### src/rtl/muldiv_unit.sv
// muldiv_unit -- iterative RV32M/RV64M multiply/divide unit for the EX stage.
//
// Multiplies use shift-add on a 2*XLEN accumulator, divides use restoring
// division; both retire UNROLL bits per clock over N = XLEN/UNROLL cycles.
// Divides by zero and the signed MIN_INT / -1 overflow skip iteration and
// finish one cycle after acceptance.
//
// Ports:
//   clk     rising-edge clock
//   reset   asynchronous, active-high reset
//   start   request pulse, accepted only while busy is low
//   kill    pipeline flush: abandon the in-flight operation, no done
//   funct3  RV M-extension operation select
//   a, b    rs1 / rs2 operands, latched at acceptance
//   result  registered result, written only in the finishing cycle
//   busy    operation in flight (new starts ignored)
//   done    one-cycle pulse, result valid

// Elaboration-time parameter legality check.
module muldiv_unit_cfg_check #(
  parameter int XLEN   = 32,
  parameter int UNROLL = 1
) ();
  if (!((XLEN == 32) || (XLEN == 64))) begin : gBadXlen
    $error("muldiv_unit: XLEN must be 32 or 64");
  end
  if (!((UNROLL == 1) || (UNROLL == 2) || (UNROLL == 4))) begin : gBadUnroll
    $error("muldiv_unit: UNROLL must be 1, 2 or 4");
  end
  if ((XLEN % UNROLL) != 0) begin : gBadRatio
    $error("muldiv_unit: XLEN must be a multiple of UNROLL");
  end
endmodule

module muldiv_unit #(
  parameter int XLEN   = 32,
  parameter int UNROLL = 1
) (
  input  logic            clk,
  input  logic            reset,
  input  logic            start,
  input  logic            kill,
  input  logic [2:0]      funct3,
  input  logic [XLEN-1:0] a,
  input  logic [XLEN-1:0] b,
  output logic [XLEN-1:0] result,
  output logic            busy,
  output logic            done
);

  localparam int N  = XLEN / UNROLL;
  localparam int CW = $clog2(N + 1);

  localparam logic [1:0] IDLE = 2'd0;
  localparam logic [1:0] CALC = 2'd1;
  localparam logic [1:0] FIN  = 2'd2;

  localparam logic [CW-1:0]   ONE      = CW'(1);
  localparam logic [CW-1:0]   ITERS    = CW'(N);
  localparam logic [XLEN-1:0] ZERO_X   = {XLEN{1'b0}};
  localparam logic [XLEN-1:0] ONES_X   = {XLEN{1'b1}};
  localparam logic [XLEN-1:0] MIN_INT  = {1'b1, {(XLEN-1){1'b0}}};

  muldiv_unit_cfg_check #(.XLEN(XLEN), .UNROLL(UNROLL)) cfgCheck ();

  logic [1:0]        state;
  logic [CW-1:0]     count;
  logic [2:0]        op;
  logic [2*XLEN-1:0] acc;        // {partial hi, multiplier} or {remainder, dividend/quotient}
  logic [XLEN-1:0]   operand;    // multiplicand magnitude or divisor magnitude
  logic              negMain;    // product / quotient must be negated
  logic              negRem;     // remainder must be negated
  logic              special;    // result precomputed at acceptance
  logic [XLEN-1:0]   specialVal;

  logic              aSigned;
  logic              bSigned;
  logic              aNeg;
  logic              bNeg;
  logic [XLEN-1:0]   aMag;
  logic [XLEN-1:0]   bMag;
  logic              bZero;
  logic              divOverflow;
  logic              takeSpecial;
  logic [XLEN-1:0]   specialRes;

  // Operand signedness, magnitudes and RISC-V special-case divide results.
  always_comb begin
    aSigned = 1'b0;
    bSigned = 1'b0;
    case (funct3)
      3'b001:  begin aSigned = 1'b1; bSigned = 1'b1; end  // MULH
      3'b010:  begin aSigned = 1'b1; bSigned = 1'b0; end  // MULHSU
      3'b100:  begin aSigned = 1'b1; bSigned = 1'b1; end  // DIV
      3'b110:  begin aSigned = 1'b1; bSigned = 1'b1; end  // REM
      default: begin aSigned = 1'b0; bSigned = 1'b0; end
    endcase
    aNeg = aSigned & a[XLEN-1];
    bNeg = bSigned & b[XLEN-1];
    // -MIN_INT wraps to MIN_INT, which is the correct unsigned magnitude.
    aMag = aNeg ? -a : a;
    bMag = bNeg ? -b : b;
    bZero       = (b == ZERO_X);
    divOverflow = funct3[2] & ~funct3[0] & (a == MIN_INT) & (b == ONES_X);
    takeSpecial = funct3[2] & (bZero | divOverflow);
    if (bZero) begin
      specialRes = funct3[1] ? a : ONES_X;
    end else begin
      specialRes = funct3[1] ? ZERO_X : MIN_INT;
    end
  end

  logic [2*XLEN-1:0] accNext;
  logic [XLEN:0]     stepVal;

  // One clock's worth of UNROLL shift-add or restoring-divide steps.
  always_comb begin
    accNext = acc;
    stepVal = {(XLEN+1){1'b0}};
    for (int i = 0; i < UNROLL; i++) begin
      if (op[2]) begin
        // Partial remainder shifted left with the next dividend bit appended.
        stepVal = accNext[2*XLEN-1:XLEN-1];
        if (stepVal >= {1'b0, operand}) begin
          stepVal = stepVal - {1'b0, operand};
          accNext = {stepVal[XLEN-1:0], accNext[XLEN-2:0], 1'b1};
        end else begin
          accNext = {stepVal[XLEN-1:0], accNext[XLEN-2:0], 1'b0};
        end
      end else begin
        // Carry out of the add becomes the new top bit after the right shift.
        stepVal = {1'b0, accNext[2*XLEN-1:XLEN]}
                + (accNext[0] ? {1'b0, operand} : {(XLEN+1){1'b0}});
        accNext = {stepVal, accNext[XLEN-1:1]};
      end
    end
  end

  logic [2*XLEN-1:0] prodFixed;
  logic [XLEN-1:0]   quotFixed;
  logic [XLEN-1:0]   remFixed;
  logic [XLEN-1:0]   finRes;

  // Sign correction and output selection for the finishing cycle.
  always_comb begin
    prodFixed = negMain ? -acc : acc;
    quotFixed = negMain ? -acc[XLEN-1:0] : acc[XLEN-1:0];
    remFixed  = negRem ? -acc[2*XLEN-1:XLEN] : acc[2*XLEN-1:XLEN];
    if (special) begin
      finRes = specialVal;
    end else begin
      case (op)
        3'b000:  finRes = prodFixed[XLEN-1:0];
        3'b001:  finRes = prodFixed[2*XLEN-1:XLEN];
        3'b010:  finRes = prodFixed[2*XLEN-1:XLEN];
        3'b011:  finRes = prodFixed[2*XLEN-1:XLEN];
        3'b100:  finRes = quotFixed;
        3'b101:  finRes = quotFixed;
        default: finRes = remFixed;
      endcase
    end
  end

  // Control FSM, operand capture, iteration and result register.
  always_ff @(posedge clk or posedge reset) begin
    if (reset) begin
      state      <= IDLE;
      count      <= {CW{1'b0}};
      op         <= 3'b000;
      acc        <= {(2*XLEN){1'b0}};
      operand    <= ZERO_X;
      negMain    <= 1'b0;
      negRem     <= 1'b0;
      special    <= 1'b0;
      specialVal <= ZERO_X;
      result     <= ZERO_X;
      busy       <= 1'b0;
      done       <= 1'b0;
    end else begin
      done <= 1'b0;
      if (kill) begin
        // Flush wins over everything, including a start or the FIN write.
        state <= IDLE;
        busy  <= 1'b0;
      end else begin
        case (state)
          IDLE: begin
            if (start) begin
              op         <= funct3;
              negMain    <= aNeg ^ bNeg;
              negRem     <= aNeg;
              special    <= takeSpecial;
              specialVal <= specialRes;
              count      <= ITERS;
              busy       <= 1'b1;
              if (funct3[2]) begin
                acc     <= {ZERO_X, aMag};
                operand <= bMag;
              end else begin
                acc     <= {ZERO_X, bMag};
                operand <= aMag;
              end
              state <= takeSpecial ? FIN : CALC;
            end
          end
          CALC: begin
            acc   <= accNext;
            count <= count - ONE;
            if (count == ONE) begin
              state <= FIN;
            end
          end
          FIN: begin
            result <= finRes;
            done   <= 1'b1;
            busy   <= 1'b0;
            state  <= IDLE;
          end
          default: begin
            state <= IDLE;
            busy  <= 1'b0;
          end
        endcase
      end
    end
  end

endmodule

### config.mk
export PLATFORM = sky130hd
export DESIGN_NAME = muldiv_unit
export DESIGN_NICKNAME = d
export VERILOG_FILES = /design/src/rtl/muldiv_unit.sv
export SDC_FILE = /design/constraint.sdc
export NUM_CORES = 1
export LEC_CHECK = 0
export ABC_AREA = 1
export BUFFER_PORTS_ARGS = -buffer_cell sky130_fd_sc_hd__buf_2
export CORE_MARGIN = 1.5
export CORE_UTILIZATION = 55
export DETAILED_ROUTE_END_ITERATION = 10
export MAX_ROUTING_LAYER = met4
export PLACE_DENSITY = 0.76
export SLEW_MARGIN = 20
export SYNTH_ARGS = -nofsm -noshare
export SYNTH_HDL_FRONTEND = slang
export SYNTH_SLANG_ARGS = --single-unit
### constraint.sdc
create_clock -name clk -period 5.5 [get_ports clk]
set_clock_uncertainty 0.1 [all_clocks]
set_input_delay 0.825 -clock clk [delete_from_list [all_inputs] [get_ports clk]]
set_output_delay 0.825 -clock clk [all_outputs]
set_load 0.05 [all_outputs]
# Yosys cells after proc, flatten, opt, wreduce, memory -nomap -nowiden
# Index checks and enable logic that the tools add are counted.
[op_classes]
eq_ne = 18
n_mux = 31
n_reduce_logical = 13
n_lt_le_gt_ge = 1
n_addsub = 8
bitwise = 10
[ops]
columns = ["op", "count"]
rows = [
  ["$mux 32", 11],
  ["$mux 64", 4],
  ["$neg 32->32", 4],
  ["$pmux 64 s2", 1],
  ["$pmux 32 s3", 1],
  ["$eq 32x32->1 const B", 2],
  ["$neg 64->64", 1],
  ["$add 32x32->33", 1],
  ["$ge 33x32->1", 1],
  ["$logic_not 32->1", 1],
  ["$sub 32x32->32", 1],
  ["$eq 3x3->1 const B", 4],
  ["$pmux 6 s2", 1],
  ["$eq 3x2->1 const B", 3],
  ["$mux 2", 4],
  ["$and 1x1->1", 6],
  ["$eq 3x1->1 const B", 2],
  ["$eq 6x1->1 const B", 1],
  ["$mux 1", 6],
  ["$mux 6", 1],
  ["$ne 3x3->1 const B", 2],
  ["$reduce_and 2->1", 3],
  ["$reduce_and 3->1", 2],
  ["$reduce_or 3->1", 2],
  ["other kinds (14)", 16],
]
[totals]
output_inout_bits = 34
regBits = 176
word_cells = 93
input_bits = 71

# Logic depth before layout (Yosys ltp)
[logic_depth]
ltp_word = 10
depth_mapped = 22
ltp_nobuf = 20

# Worst setup path before layout
# Ideal clock, no wire load.
[synth_path]
kind = "register to register"
startpoint = "reg acc[0]"
endpoint = "reg acc[59]"
path_buffers = 2
t_arrival_ns = 2.479
setup_time_ns = 0.117
stages_incl_launch_ff = 20
path_slack_ns = 2.804
synth_period_minus_slack_ns = 2.696
t_required_ns = 5.283
cell_sequence = "dfrtp_1 buf_2 clkbuf_1 nand2_1 inv_1 ha_1 inv_1 fa_1 inv_1 nand2_1 o21ai_1 nand2_1 nand2_1 nand2_1 nand2_1 nand3_1 nand3_1 nand3_1 nand3_1 nand2_1"
[synth_between]
elab_chain_cells = 4
[synth_rtl]
columns = ["element", "line_no", "text"]
rows = [
  ["from (decl)", "69", "logic [2*XLEN-1:0] acc;"],
  ["from (signal assigned)", "170", "acc <= {(2*XLEN){1'b0}};"],
  ["from (signal assigned)", "197", "acc <= {ZERO_X, aMag};"],
  ["from (signal assigned)", "200", "acc <= {ZERO_X, bMag};"],
  ["$mux 32", "133", "+ (accNext[0] ? {1'b0, operand} : {(XLEN+1){1'b0}});"],
  ["$add 32x32->33", "133", ""],
  ["$mux 64", "121", "if (op[2]) begin"],
  ["$pmux 64 s2", "186", "case (state)"],
]
# Every way passes these cells.
# A chain may end at the register's enable or synchronous reset.

# Final worst setup path
[layout_path]
startpoint = "reg op[2]"
endpoint = "reg result[4]"
[layout_between]
elab_chain_cells = 4
word_cells_on_any_way = 10
cone_classes = "eq/ne: 5; mux: 2; reduce/logical: 3"
[layout_rtl]
columns = ["element", "line_no", "text"]
rows = [
  ["from (decl)", "68", "logic [2:0] op;"],
  ["from (signal assigned)", "189", "op <= funct3;"],
  ["$eq 3x2->1 (tied with other cells)", "152", "case (op)"],
  ["$reduce_or 3->1 (no source line) / $reduce_or 2->1 (equally long branches)", "--", ""],
  ["$pmux 32 s3 *", "152", ""],
  ["$mux 32 *", "149", "if (special) begin"],
  ["to (signal assigned)", "214", "result <= finRes;"],
  ["to (decl)", "46", "output logic [XLEN-1:0] result,"],
]
# Mark *: on every way between the ends. The rest lies on a longest branch, timed or not.

==> out/metrics.yaml <==
status: "completed"
hold_class: "reg2reg"
cts_tree: "yes"
final_common_cell: "nand2_1"
layout_setup_ws_ns: 2.07
drtPass1Iterations: 8
grt_pass1_wl_mm: 132
gp_congestion: 1.12
fin_setup_tns_ns: 0
period_minus_slack_ns: 3.43
post-cts-setup-buffers: 0
synthMuxAreaShare: 0.000514
vias: 24531
yosysSeqAreaShare: 0.226
portBuffers: 104
syn_inst: 3404
yosysTopAreaCell: "dfrtp_1"
synthSimpleGateAreaFrac: 0.427
fmax_ghz: 0.292
synth_xor_area_frac: 0.0220
placed_area_um2: 20300
core_area_um2: 34700
drt_iter0_drc: 3844
drtAntennaViolNets: 0
ctsHoldBuffers: 0
cts_root_buffer: "clkbuf_16"
drt_wl_total_mm: 89.2
hold_violations: 0
routedWlPerCell_um: 22.8
start_util: 0.561
yosys-top-cells-area: "dfrtp_1 23%, nand2_1 21%, inv_1 8.5%"
yosysUniqueCellTypes: 59
cts.path.max_buffers: 2
drive_gt1_frac: 0.0702
drcViolationCount: 0
leakage_nw: 11.0
die_h_um: 191
path_clk_slew_ns: 0.08
rows: 68
critPathKind: "reg2reg"
synth_top_family_by_area: "simple AND/OR/NAND/NOR gates"
cts_sinks: 176
fin_nets: 3580
multiInputGateArea_um2: 12800
fin_area_um2: 20900
via_per_inst: 6.28
cellPowerDensity_nw_per_um2: 549
place_ws_ns: 1.71
setup_viol: 0
clkLatencyLatePin_ns: 0.48
cts_made_buffers: 17
grt_max_degree: 177
synth_adder_area_share: 0.0477
ctsResizeCount: 0
dp_hpwl_mm: 69.2
mostFrequentLayoutCells: "1,093 x nand2_1, 441 x inv_1, 378 x nor2_1"
die-area_um2: 36500
maxCapViolations: 0
grt_pass1_vias: 22171
fillCellCount: 3560
syn_area_per_cell_um2: 5.72
yosys_warnings: 0
fin_crit_sh: 0.623
path_max_fanout: 42
synth_fp_nets: 3548
tightestPinTransition_ns: 1.08
netlist_area_um2: 19500
seq_area_um2: 4410
n_antenna_cell: 0
area_growth_pct: 7.28
synth_top_flop_cell: "dfrtp_1"
grtUsageTotal: 0.500
critical_path_arrival_ns: 3.73
required_ns: 5.80
end_kind: "register"
ir_drop_mv: 0.392
overflow: 0
rsz0062_at_grt: "false"
htree_num_levels: 4
drv_slew: 0
synth_top_cell_area_share: 0.226
p_total_w: 0.0115
async_reset_ff_frac: 1.00
crit_path_start_kind: "register"
die_w_um: 191
slew_headroom: 0.277
synth-edff-count: 0
synth-seq-cells: 176
synth_compound_area_frac: 0.161
io_pins: 105
grt_antenna_before_repair: 0
-- metal layers --
layer / GRT usage / part of all wire
met1: 0.615 / 0.37
met2: 0.715 / 0.40
met3: 0.149 / 0.15
met4: 0.311 / 0.081
met5: - / 0
-- where the power goes --
group | internal [W] | switching (W)
combinational | 0.00215 | 0.00544
sequential | 0.00167 | 0.000866
clock | 0.000657 | 0.000675
-- critical path, cell delays in order (launching register included) --
cell	delay [ns]
dfrtp_2	0.39
inv_4	0.22
a21oi_4	0.80
clkinv_1	0.73
a21oi_1	0.33
o21ai_0	0.33
nand4_1	0.20
nand2_1	0.10
nand2_1	0.11
-- registers in the layout, summed over array words and instances (netlist names) --
signal / count
result: 32
negRem: 1
special: 1
acc: 64
busy: 1
specialVal: 32
done: 1
operand: 32
op: 3
count: 6
negMain: 1
state: 2
-- path summary, 6_finish.rpt --
kind / slack [ns] / depth (start not counted) / from / to
setup reg to reg: 2.07 / 8 / op[2] / result[4]
hold reg to reg: 0.38 / 2 / result[24] / result[24]
max in group asynchronous: 3.88 / 3 / reset / op[2]
min in group asynchronous: 0.50 / 3 / reset / result[23]
setup / recovery: 2.07 / 8 / op[2] / result[4]
hold / removal: 0.38 / 2 / result[24] / result[24]
-- area by class of cell --
cell class / count / area share
clock buffers: 17 / 0.0204
clock inverters: 15 / 0.00928
inverters: 464 / 0.0837
multi-input cells: 2649 / 0.614
flip-flops and latches: 176 / 0.211
well taps: 455 / 0.0272
repair buffers: 128 / 0.0341
-- kinds of logic after synthesis --
kind of cell               count (synthesis)
AOI/OAI and AO/OA                        563
xor gates and xnor gates                  49
adders and majority gates                 73
buffers and inverters                    579
DFF                                      176
muxes                                      1
and+or+nand+nor                         1963
-- Yosys cell counts, drive strengths merged, types with 9 or more instances --
library cell	number
a21oi	226
ha	71
o211ai	35
xor2	44
buf	38
o22ai	24
nor4	9
o21ai	222
nand3	328
o21bai	9
nand2	1108
dfrtp	176
nor3	26
nand3b	22
nor2	406
nand4	50
clkbuf	77
inv	458
o221ai	20
-- per-stage QoR --
stage / utilization / hold slack (ns) / instances
global route: 0.602 / 0.404 / 3904
finish: 0.602 / 0.379 / 3904
global placement: 0.584 / 0.359 / 3872
CTS: 0.602 / 0.383 / 3904
floorplan: - / 0.351 / 3404
detailed placement: 0.584 / 0.362 / 3872
No activity file was read; power rests on OpenSTA's default activity.
